### config.mk
export PLATFORM = sky130hd
export DESIGN_NAME = lookup_req_arbiter
export DESIGN_NICKNAME = d
export VERILOG_FILES = /design/src/rtl/um_lookup_pkg.sv /design/src/rtl/lookup_req_arbiter_rr_arbiter.sv /design/src/rtl/lookup_req_arbiter.sv
export SDC_FILE = /design/constraint.sdc
export NUM_CORES = 1
export LEC_CHECK = 0
export ABC_AREA = 0
export CAP_MARGIN = 20
export CORE_ASPECT_RATIO = 1.1
export CORE_MARGIN = 2
export CORE_UTILIZATION = 42
export CTS_BUF_LIST = sky130_fd_sc_hd__clkbuf_8
export CTS_CLUSTER_DIAMETER = 100
export CTS_CLUSTER_SIZE = 24
export DETAILED_ROUTE_END_ITERATION = 12
export PLACE_DENSITY = 0.77
export SYNTH_ARGS = -nofsm -noshare
export SYNTH_HDL_FRONTEND = slang
export SYNTH_SLANG_ARGS = --single-unit
### constraint.sdc
create_clock -name clk -period 4.12 [get_ports clk]
set_input_delay 0.824 -clock clk [delete_from_list [all_inputs] [get_ports clk]]
set_output_delay 0.824 -clock clk [all_outputs]
set_load 0.005 [all_outputs]
### src/rtl/um_lookup_pkg.sv
// Shared types and constants for the UM rule-lookup request arbiter.
package um_lookup_pkg;

    localparam int ID_W       = 6;
    localparam int ACT_W      = 16;
    localparam int LOOKUP_LAT = 2;
    localparam int MAX_REQ    = 8;

    typedef struct packed {
        logic               valid;
        logic [MAX_REQ-1:0] grant;
    } lookup_tag_t;

    // Round-robin successor of idx in a ring of num entries.
    function automatic logic [3:0] rr_next(input logic [3:0] idx, input logic [3:0] num);
        logic [3:0] nxt;
        nxt = idx + 4'd1;
        return (nxt >= num) ? 4'd0 : nxt;
    endfunction

endpackage

### src/rtl/lookup_req_arbiter_rr_arbiter.sv
// Round-robin arbiter: one-hot grant searched upward from the saved pointer.
module rr_arbiter
    import um_lookup_pkg::rr_next;
#(
    parameter int NUM_REQ = 4,
    localparam int IDX_W  = $clog2(NUM_REQ)
) (
    input  logic               clk,
    input  logic               reset,
    input  logic [NUM_REQ-1:0] req_i,
    input  logic               en_i,
    output logic [NUM_REQ-1:0] grant_o,
    output logic [IDX_W-1:0]   grant_idx_o,
    output logic               grant_any_o
);

    logic [IDX_W-1:0]   ptr_q;
    logic [IDX_W-1:0]   ptr_d;
    logic [IDX_W-1:0]   cand_s;
    logic [NUM_REQ-1:0] grant_s;
    logic [IDX_W-1:0]   idx_s;
    logic               found_s;

    // Priority search from ptr_q upward, wrapping modulo NUM_REQ.
    always_comb begin
        grant_s = '0;
        idx_s   = '0;
        found_s = 1'b0;
        cand_s  = '0;
        for (int k = 0; k < NUM_REQ; k++) begin
            cand_s = IDX_W'((int'(ptr_q) + k) % NUM_REQ);
            if (en_i && !found_s && req_i[cand_s]) begin
                found_s         = 1'b1;
                grant_s[cand_s] = 1'b1;
                idx_s           = cand_s;
            end else begin
                found_s = found_s;
            end
        end
        if (found_s) begin
            ptr_d = IDX_W'(rr_next(4'(idx_s), 4'(NUM_REQ)));
        end else begin
            ptr_d = ptr_q;
        end
    end

    // Pointer register.
    always_ff @(posedge clk) begin
        if (!reset) begin
            ptr_q <= '0;
        end else begin
            ptr_q <= ptr_d;
        end
    end

    assign grant_o     = grant_s;
    assign grant_idx_o = idx_s;
    assign grant_any_o = found_s;

endmodule

### src/rtl/lookup_req_arbiter.sv
// Shares one fixed-latency rule-lookup engine between NUM_REQ requesters and
// steers each returned action back to the requester that issued it.
module lookup_req_arbiter
    import um_lookup_pkg::lookup_tag_t;
    import um_lookup_pkg::MAX_REQ;
#(
    parameter int NUM_REQ = 4,
    parameter int ID_W    = um_lookup_pkg::ID_W,
    parameter int ACT_W   = um_lookup_pkg::ACT_W,
    parameter int LAT     = um_lookup_pkg::LOOKUP_LAT
) (
    input  logic                    clk,
    input  logic                    reset,
    input  logic                    arb_en,
    input  logic [NUM_REQ-1:0]      req_valid,
    input  logic [NUM_REQ*ID_W-1:0] req_countid,
    output logic [NUM_REQ-1:0]      req_ready,
    output logic                    countid_valid,
    output logic [ID_W-1:0]         countid,
    input  logic                    action_valid,
    input  logic [ACT_W-1:0]        action,
    output logic [NUM_REQ-1:0]      resp_valid,
    output logic [ACT_W-1:0]        resp_action,
    output logic [31:0]             lookup_cnt,
    output logic                    err_sticky
);

    localparam int IDX_W = $clog2(NUM_REQ);

    logic [NUM_REQ-1:0] grant_s;
    logic [IDX_W-1:0]   grant_idx_s;
    logic               grant_any_s;

    logic               countid_valid_q, countid_valid_d;
    logic [ID_W-1:0]    countid_q, countid_d;
    logic [NUM_REQ-1:0] resp_valid_q, resp_valid_d;
    logic [ACT_W-1:0]   resp_action_q, resp_action_d;
    logic [31:0]        lookup_cnt_q, lookup_cnt_d;
    logic               err_q, err_d;
    lookup_tag_t        issue_tag_q, issue_tag_d;
    lookup_tag_t        tag_q [LAT];
    lookup_tag_t        out_tag_s;

    rr_arbiter #(.NUM_REQ(NUM_REQ)) u_arb (
        .clk         (clk),
        .reset       (reset),
        .req_i       (req_valid),
        .en_i        (arb_en),
        .grant_o     (grant_s),
        .grant_idx_o (grant_idx_s),
        .grant_any_o (grant_any_s)
    );

    // issue_tag_q rides with countid_valid; the LAT stages behind it line up with the engine result.
    assign out_tag_s = tag_q[LAT-1];

    // Next-state for issue, response steering, counter and error flag.
    always_comb begin
        issue_tag_d.valid = grant_any_s;
        issue_tag_d.grant = MAX_REQ'(grant_s);
        countid_valid_d   = grant_any_s;
        if (grant_any_s) begin
            countid_d = req_countid[grant_idx_s*ID_W +: ID_W];
        end else begin
            countid_d = countid_q;
        end
        lookup_cnt_d = lookup_cnt_q + (grant_any_s ? 32'd1 : 32'd0);
        if (action_valid && out_tag_s.valid) begin
            resp_valid_d  = out_tag_s.grant[NUM_REQ-1:0];
            resp_action_d = action;
        end else begin
            resp_valid_d  = '0;
            resp_action_d = resp_action_q;
        end
        err_d = err_q | (action_valid ^ out_tag_s.valid);
    end

    // State registers; reset drops all in-flight tags.
    always_ff @(posedge clk) begin
        if (!reset) begin
            countid_valid_q <= 1'b0;
            countid_q       <= '0;
            resp_valid_q    <= '0;
            resp_action_q   <= '0;
            lookup_cnt_q    <= 32'd0;
            err_q           <= 1'b0;
            issue_tag_q     <= '0;
            for (int k = 0; k < LAT; k++) begin
                tag_q[k] <= '0;
            end
        end else begin
            countid_valid_q <= countid_valid_d;
            countid_q       <= countid_d;
            resp_valid_q    <= resp_valid_d;
            resp_action_q   <= resp_action_d;
            lookup_cnt_q    <= lookup_cnt_d;
            err_q           <= err_d;
            issue_tag_q     <= issue_tag_d;
            tag_q[0]        <= issue_tag_q;
            for (int k = 1; k < LAT; k++) begin
                tag_q[k] <= tag_q[k-1];
            end
        end
    end

    assign req_ready     = grant_s;
    assign countid_valid = countid_valid_q;
    assign countid       = countid_q;
    assign resp_valid    = resp_valid_q;
    assign resp_action   = resp_action_q;
    assign lookup_cnt    = lookup_cnt_q;
    assign err_sticky    = err_q;

endmodule

; ---- After elaboration in Yosys (flattened, before gate mapping)
; Memories as Yosys holds them, arrays and structs flattened.
; Index checks and enable logic that the tools add are counted.
[word_totals]
out_inout_bits = 64
input_bits = 48
ff_bits = 70
ramBits = 18
word_cells = 83
mem_count = 1
[mem_list]
columns = name, depth, word_bits, read_ports, rd_ports_with_merged_regs, write_ports, line_no
row1 = tag_q, 2, 9, 2, 0, 2, lookup_req_arbiter.sv:41  ; lookup_tag_t tag_q [LAT];
[classes]
n_reduce_logical = 16
n_bitwise = 7
order_cmp = 9
add_sub_neg = 5
mux = 34
multipliers = 1
n_shift = 1
[ops]
columns = operator, n
row1 = $add 32x1->32, 1
row2 = $shiftx 24x6->6, 1
row3 = $mux 9, 2
row4 = $mux 4, 4
row5 = $mux 1, 15
row6 = $logic_and 1x1->1, 12
row7 = $lt 2x3->1 const B, 4
row8 = $or 4x4->4, 3
row9 = $mux 2, 5
row10 = $bmux 1 s2, 4
row11 = $demux 1 s2, 4
row12 = $ge 2x1->1 const B, 4
row13 = $add 2x2->2 const B, 2
row14 = $mul 2x2->4 const B, 1
row15 = $add 2x1->3 const B, 1
row16 = $ge 3x3->1 const B, 1
row17 = $logic_not 1->1, 3
row18 = $or 1x1->1, 3
row19 = $add 2x1->2 const B, 1
row20 = $reduce_and 2->1, 1
row21 = $xor 1x1->1, 1

; ---- Logic depth before layout (Yosys ltp)
[logic_depth]
ltp_word = 19
mapped_depth = 15
ltp_nobuf = 14

; ---- Modules after synthesis
; Synthesis repeated with hierarchy kept, for this count alone.
[hier_totals]
cells_unflattened = 368
area_unflattened_um2 = 3628.5
[modules_own_cells]
columns = mod, area_each_um2, cells_each, seq_area_each_um2, n_inst
row1 = lookup_req_arbiter, 3019.1, 303, 1481.4, 1
row2 = rr_arbiter, 609.3, 65, 40.0, 1

; ---- Least setup slack after synthesis
; OpenSTA, ideal clock, no wires.
[synth_path]
path_kind = input port to flip-flop
start = input req_valid[2]
end = register lookup_cnt_q[24], in the netlist lookup_cnt[24]
required_time_ns = 4.005
setup_time_ns = 0.115
stages = 12
path_buffers = 0
arrival_time_ns = 3.176
path_slack_ns = 0.829
cell_sequence = mux4_2 > or4_4 > nand2_2 > inv_1 > ha_1 > ha_1 > and2_1 > nand4_1 > nor4_2 > nand4_1 > xnor2_1 > and2_1
[synth_between]
elab_chain_len = 18
elab_cells_between_ends = 24
cone_classes = 1 x add/sub / 13 x mux / 10 x reduce/logical
[synth_lines]
columns = item, line_no
row1 = start: declaration, lookup_req_arbiter.sv:15  ; input logic [NUM_REQ-1:0] req_valid,
row2 = $bmux 1 s2, lookup_req_arbiter_rr_arbiter.sv:32  ; if (en_i && !found_s && req_i[cand_s]) begin
row3 = $mux 1 (not written as such), lookup_req_arbiter_rr_arbiter.sv:32
row4 = $logic_and 1x1->1, lookup_req_arbiter_rr_arbiter.sv:32
row5 = $mux 1, lookup_req_arbiter_rr_arbiter.sv:32
row6 = $logic_not 1->1, lookup_req_arbiter_rr_arbiter.sv:32
row7 = $logic_and 1x1->1 (2 in a row), lookup_req_arbiter_rr_arbiter.sv:32
row8 = $mux 1, lookup_req_arbiter_rr_arbiter.sv:32
row9 = $logic_not 1->1, lookup_req_arbiter_rr_arbiter.sv:32
row10 = $logic_and 1x1->1 (2 in a row), lookup_req_arbiter_rr_arbiter.sv:32
row11 = $mux 1, lookup_req_arbiter_rr_arbiter.sv:32
row12 = $logic_not 1->1, lookup_req_arbiter_rr_arbiter.sv:32
row13 = $logic_and 1x1->1 (2 in a row), lookup_req_arbiter_rr_arbiter.sv:32
row14 = $mux 1 *, lookup_req_arbiter_rr_arbiter.sv:32
row15 = net countid_valid_d, lookup_req_arbiter.sv:34  ; logic countid_valid_q, countid_valid_d;
row16 = $mux 1 *, lookup_req_arbiter.sv:67  ; lookup_cnt_d = lookup_cnt_q + (grant_any_s ? 32'd1 : 32'd0);
row17 = $add 32x1->32 *, lookup_req_arbiter.sv:67
row18 = end signal: assignment, lookup_req_arbiter.sv:96  ; lookup_cnt_q <= lookup_cnt_d;
row19 = end: declaration, lookup_req_arbiter.sv:38  ; logic [31:0] lookup_cnt_q, lookup_cnt_d;
; The timed path passes the listed nets; every way through them passes the cells marked *. The select of a mux whose other input is x is not followed.
; A chain may end at the register's enable or synchronous reset.

; ---- Worst setup path in the final report
[layout_path]
start = input req_valid[3]
end = output req_ready[1]
[layout_between]
elab_chain_len = 16
elab_cells_between_ends = 28
cone_classes = 15 x mux / 3 x bitwise / 10 x reduce/logical
[layout_lines]
columns = item, line_no
row1 = $bmux 1 s2, lookup_req_arbiter_rr_arbiter.sv:32
row2 = $mux 1 (not written as such), lookup_req_arbiter_rr_arbiter.sv:32
row3 = $logic_and 1x1->1, lookup_req_arbiter_rr_arbiter.sv:32
row4 = $mux 1, lookup_req_arbiter_rr_arbiter.sv:32
row5 = $logic_not 1->1, lookup_req_arbiter_rr_arbiter.sv:32
row6 = $logic_and 1x1->1 (2 in a row), lookup_req_arbiter_rr_arbiter.sv:32
row7 = $mux 1, lookup_req_arbiter_rr_arbiter.sv:32
row8 = $logic_not 1->1, lookup_req_arbiter_rr_arbiter.sv:32
row9 = $logic_and 1x1->1 (2 in a row), lookup_req_arbiter_rr_arbiter.sv:32
row10 = $mux 1, lookup_req_arbiter_rr_arbiter.sv:32
row11 = $logic_not 1->1, lookup_req_arbiter_rr_arbiter.sv:32
row12 = $logic_and 1x1->1 (2 in a row), lookup_req_arbiter_rr_arbiter.sv:32
row13 = $mux 4 *, lookup_req_arbiter_rr_arbiter.sv:32
row14 = end: declaration, lookup_req_arbiter.sv:17  ; output logic [NUM_REQ-1:0] req_ready,
; Mark *: on every way between the ends. The rest lies on a longest branch, timed or not. The select of a mux whose other input is x is not followed.

==> results.py <==
metrics = {
    "clock_network": {
        "cts_made_buffers": 9,
        "cts_tree": "built",
        "clkLatencyLatePin_ps": 350,
        "root_buffer": "clkbuf_8",
        "clock_tree.buffer_depth": 2,
        "cts_resized": 0,
        "hold_buffers": 0,
        "clock-sinks": 76,
        "clk_pin_slew_ps": 80,
        "postCtsSetupRepairBufs": 0,
        "ctsHtreeMaxLevel": 3,
    },
    "worst_setup_path": {
        "crit_chain": "clkdlybuf4s50_1 -> mux4_2 -> nor2b_4 -> and2_4 -> a222oi_1 -> o21ai_1 -> clkdlybuf4s50_1",
        "path_max_fanout": 8,
        "worstPathBufferInverterCount": 2,
        "crit_family": "buffers and inverters",
        "cpMostUsedCell": "clkdlybuf4s50_1",
        "cp.required_ps": 3300,
        "slowest_stage": "mux4_2",
        "cpPeakStageDelay_ps": 560,
        "start_kind": "input port",
        "path_class": "in -> out",
        "crit_path_end_kind": "output port",
        "critical_path_arrival_ps": 3190,
    },
    "routing": {
        "via_count": 2862,
        "routed_wirelength_um": 7478,
        "firstDrtPassIters": 4,
        "first_iter_violations": 68,
        "post_drt_wl_per_cell_um": 13.03,
        "ant_nets": 0,
        "vias_per_cell": 4.986,
        "drt_drc_violations_left": 0,
    },
    "sta": {
        "setup-tns-final_ps": 0,
        "hold_violations": 0,
        "fin_worst_skew_ps": 10.71,
        "finalCritPeriodShare_pct": 97.48,
        "slew_viol_final": 0,
        "tightestPinTransition_ps": 1006,
        "rsz0062_at_grt": "no",
        "setup_viol": 0,
        "finalCriticalPeriod_ps": 4016,
        "fmax_ghz": 0.2490,
        "slew_headroom_pct": 32.96,
    },
    "grt": {
        "grt.total_usage_pct": 17.27,
        "grt-ovfl-total": 0,
        "antenna_found_initial": 0,
        "grt_pass1_vias": 2829,
        "grt_pass1_wl_um": 12900,
        "grt_max_degree": 38,
    },
    "status": {
        "outcome": "complete, no violations",
    },
    "synthesis": {
        "yosys.area.top_type": "dfxtp_1",
        "yosys_warnings": 0,
        "synth.distinct_cells": 45,
        "yosysSeqAreaShare_pct": 43.09,
        "synth_edf_count": 0,
        "syn_area_um2": 3531,
        "netlist_top_cells_area": "dfxtp_1, mux2i_1, and2_1, xnor2_1, nor2b_1",
        "yosysMostFrequentCell": "dfxtp_1",
        "async_flop_share_pct": 0,
        "synth_common_cells": "dfxtp_1, and2_1, mux2i_1, nand2_1",
        "synth_area_per_cell_um2": 10.20,
        "ys.flop_type": "dfxtp_1",
        "synth_top_area_share_pct": 43.09,
        "synth_fp_nets": 402,
        "synth_cells": 346,
        "synth-seq-cells": 76,
    },
    "floorplan": {
        "io_pins": 112,
        "die_y_um": 100.2,
        "start_util_pct": 42.66,
        "die_w_um": 91.42,
        "core_area_um2": 8277,
        "row_count": 35,
        "die_area_um2": 9157,
    },
    "power": {
        "p_sw_mw": 0.4234,
        "power_frac_clock_pct": 37.3,
        "power_mw": 1.691,
        "seqPwrFrac_pct": 45.6,
        "swShare_pct": 25.04,
        "ir_drop_mv": 0.1620,
        "intPower_mw": 1.267,
        "combPwrFrac_pct": 17.1,
        "p_per_area_nw_per_um2": 342.3,
        "p_leak_nw": 1.785,
    },
    "hold_path": {
        "hold_path.class": "reg -> reg",
    },
    "place": {
        "gp_congestion": 0.8263,
        "io_buffers": 111,
        "place.detailed.hpwl_um": 5566,
    },
    "cells_and_area": {
        "nNetsFinal": 514,
        "antenna_cells": 0,
        "drive_above_1_share_pct": 8.855,
        "syn2layout_area_growth_pct": 39.87,
    },
    "run": {
        "max_cap_violations": 0,
    },
}
## placed cells by master (no fill, tap or decap), types with 8 or more instances in the layout
cell type,netlist,routed
and2_1,43,43
and3_1,8,8
clkbuf_8,0,9
clkdlybuf4s50_1,0,110
dfxtp_1,76,76
ha_1,8,8
inv_1,9,9
mux2i_1,31,31
nand2_1,22,22
nand3_1,13,13
nand4_1,10,10
nor2b_1,21,21
xnor2_1,21,21
## routing by layer
| layer | vias to the layer above | part of all wire [%] | GRT usage (%) |
|---|---|---|---|
| met4 | 0 | 0.84 | 4.895 |
| met2 | 111 | 46 | 28.79 |
| met5 | - | 0 | 0 |
| met1 | 1305 | 44 | 20.90 |
| met3 | 11 | 8.6 | 6.532 |
| li1 | 1435 | - | - |
## flip-flops by register name (all words and copies together) (netlist names)
signal       flops
resp_action     16
issue_tag_q      5
countid          6
resp_valid       4
tag_q           10
err_sticky       1
lookup_cnt      32
u_arb.ptr_q      2
## per-stage QoR
step	hold slack (ps)	cells	setup WS (ps)	util, %	cell area (um2)
after detailed placement	418.1	558	45.76	56.98	4716
after CTS	435.3	574	136.5	59.67	4938
after global routing	447.0	574	30.92	59.67	4938
after global placement	415.9	558	133.2	56.98	4716
after floorplan	411.9	346	828.8	-	3531
final	431.5	574	104.0	59.67	4938
## worst reg2reg max path, delay by kind of cell, from the launching register on
kind,cells,cell delay [ps]
XOR/XNOR,1,150
adder cells (fa/ha/maj),3,680
buffers and inverters,2,160
flip-flops,1,340
multiplexers,1,340
AND/OR/NAND/NOR,7,1540
## kinds of logic (layout without fill, tap and decap cells)
group / Yosys count / in the layout / synth area share (%)
DFF: 76 / 76 / 43.09
xor gates and xnor gates: 26 / 26 / 6.449
and+or+nand+nor: 146 / 146 / 24.52
buffers and inverters: 23 / 140 / 3.508
adders and majority gates: 8 / 8 / 2.835
AOI/OAI and AO/OA: 31 / 31 / 7.938
muxes: 36 / 36 / 11.66
## worst paths after layout
path	startpoint	to	slack, ps	depth (start not counted)
max	req_valid[3]	req_ready[1]	100	7
min	tag_q[0][2]	tag_q[0][11]	430	1
max reg2reg	u_arb.ptr_q[0]	lookup_cnt[28]	820	14
min reg2reg	tag_q[0][2]	tag_q[0][11]	430	1
## cell type report
cell class / count / area, um2
flip-flops and latches: 76 / 1521
clock buffers: 9 / 123.9
fillers: 687 / 3338
inverters: 9 / 33.78
repair buffers: 115 / 1136
clock inverters: 7 / 98.84
well taps: 111 / 138.9
multi-input cells: 247 / 1886
## power by group through the flow
stage	combinational, mW	sequential [mW]	clock (mW)
2_1_floorplan	0.173	0.790	0
3_3_place_gp	0.284	0.788	0
3_5_place_dp	0.291	0.788	0
4_1_cts	0.292	0.771	0.650
5_1_grt	0.317	0.775	0.687
6_report	0.289	0.771	0.630
(Power assumes the default switching activity.)
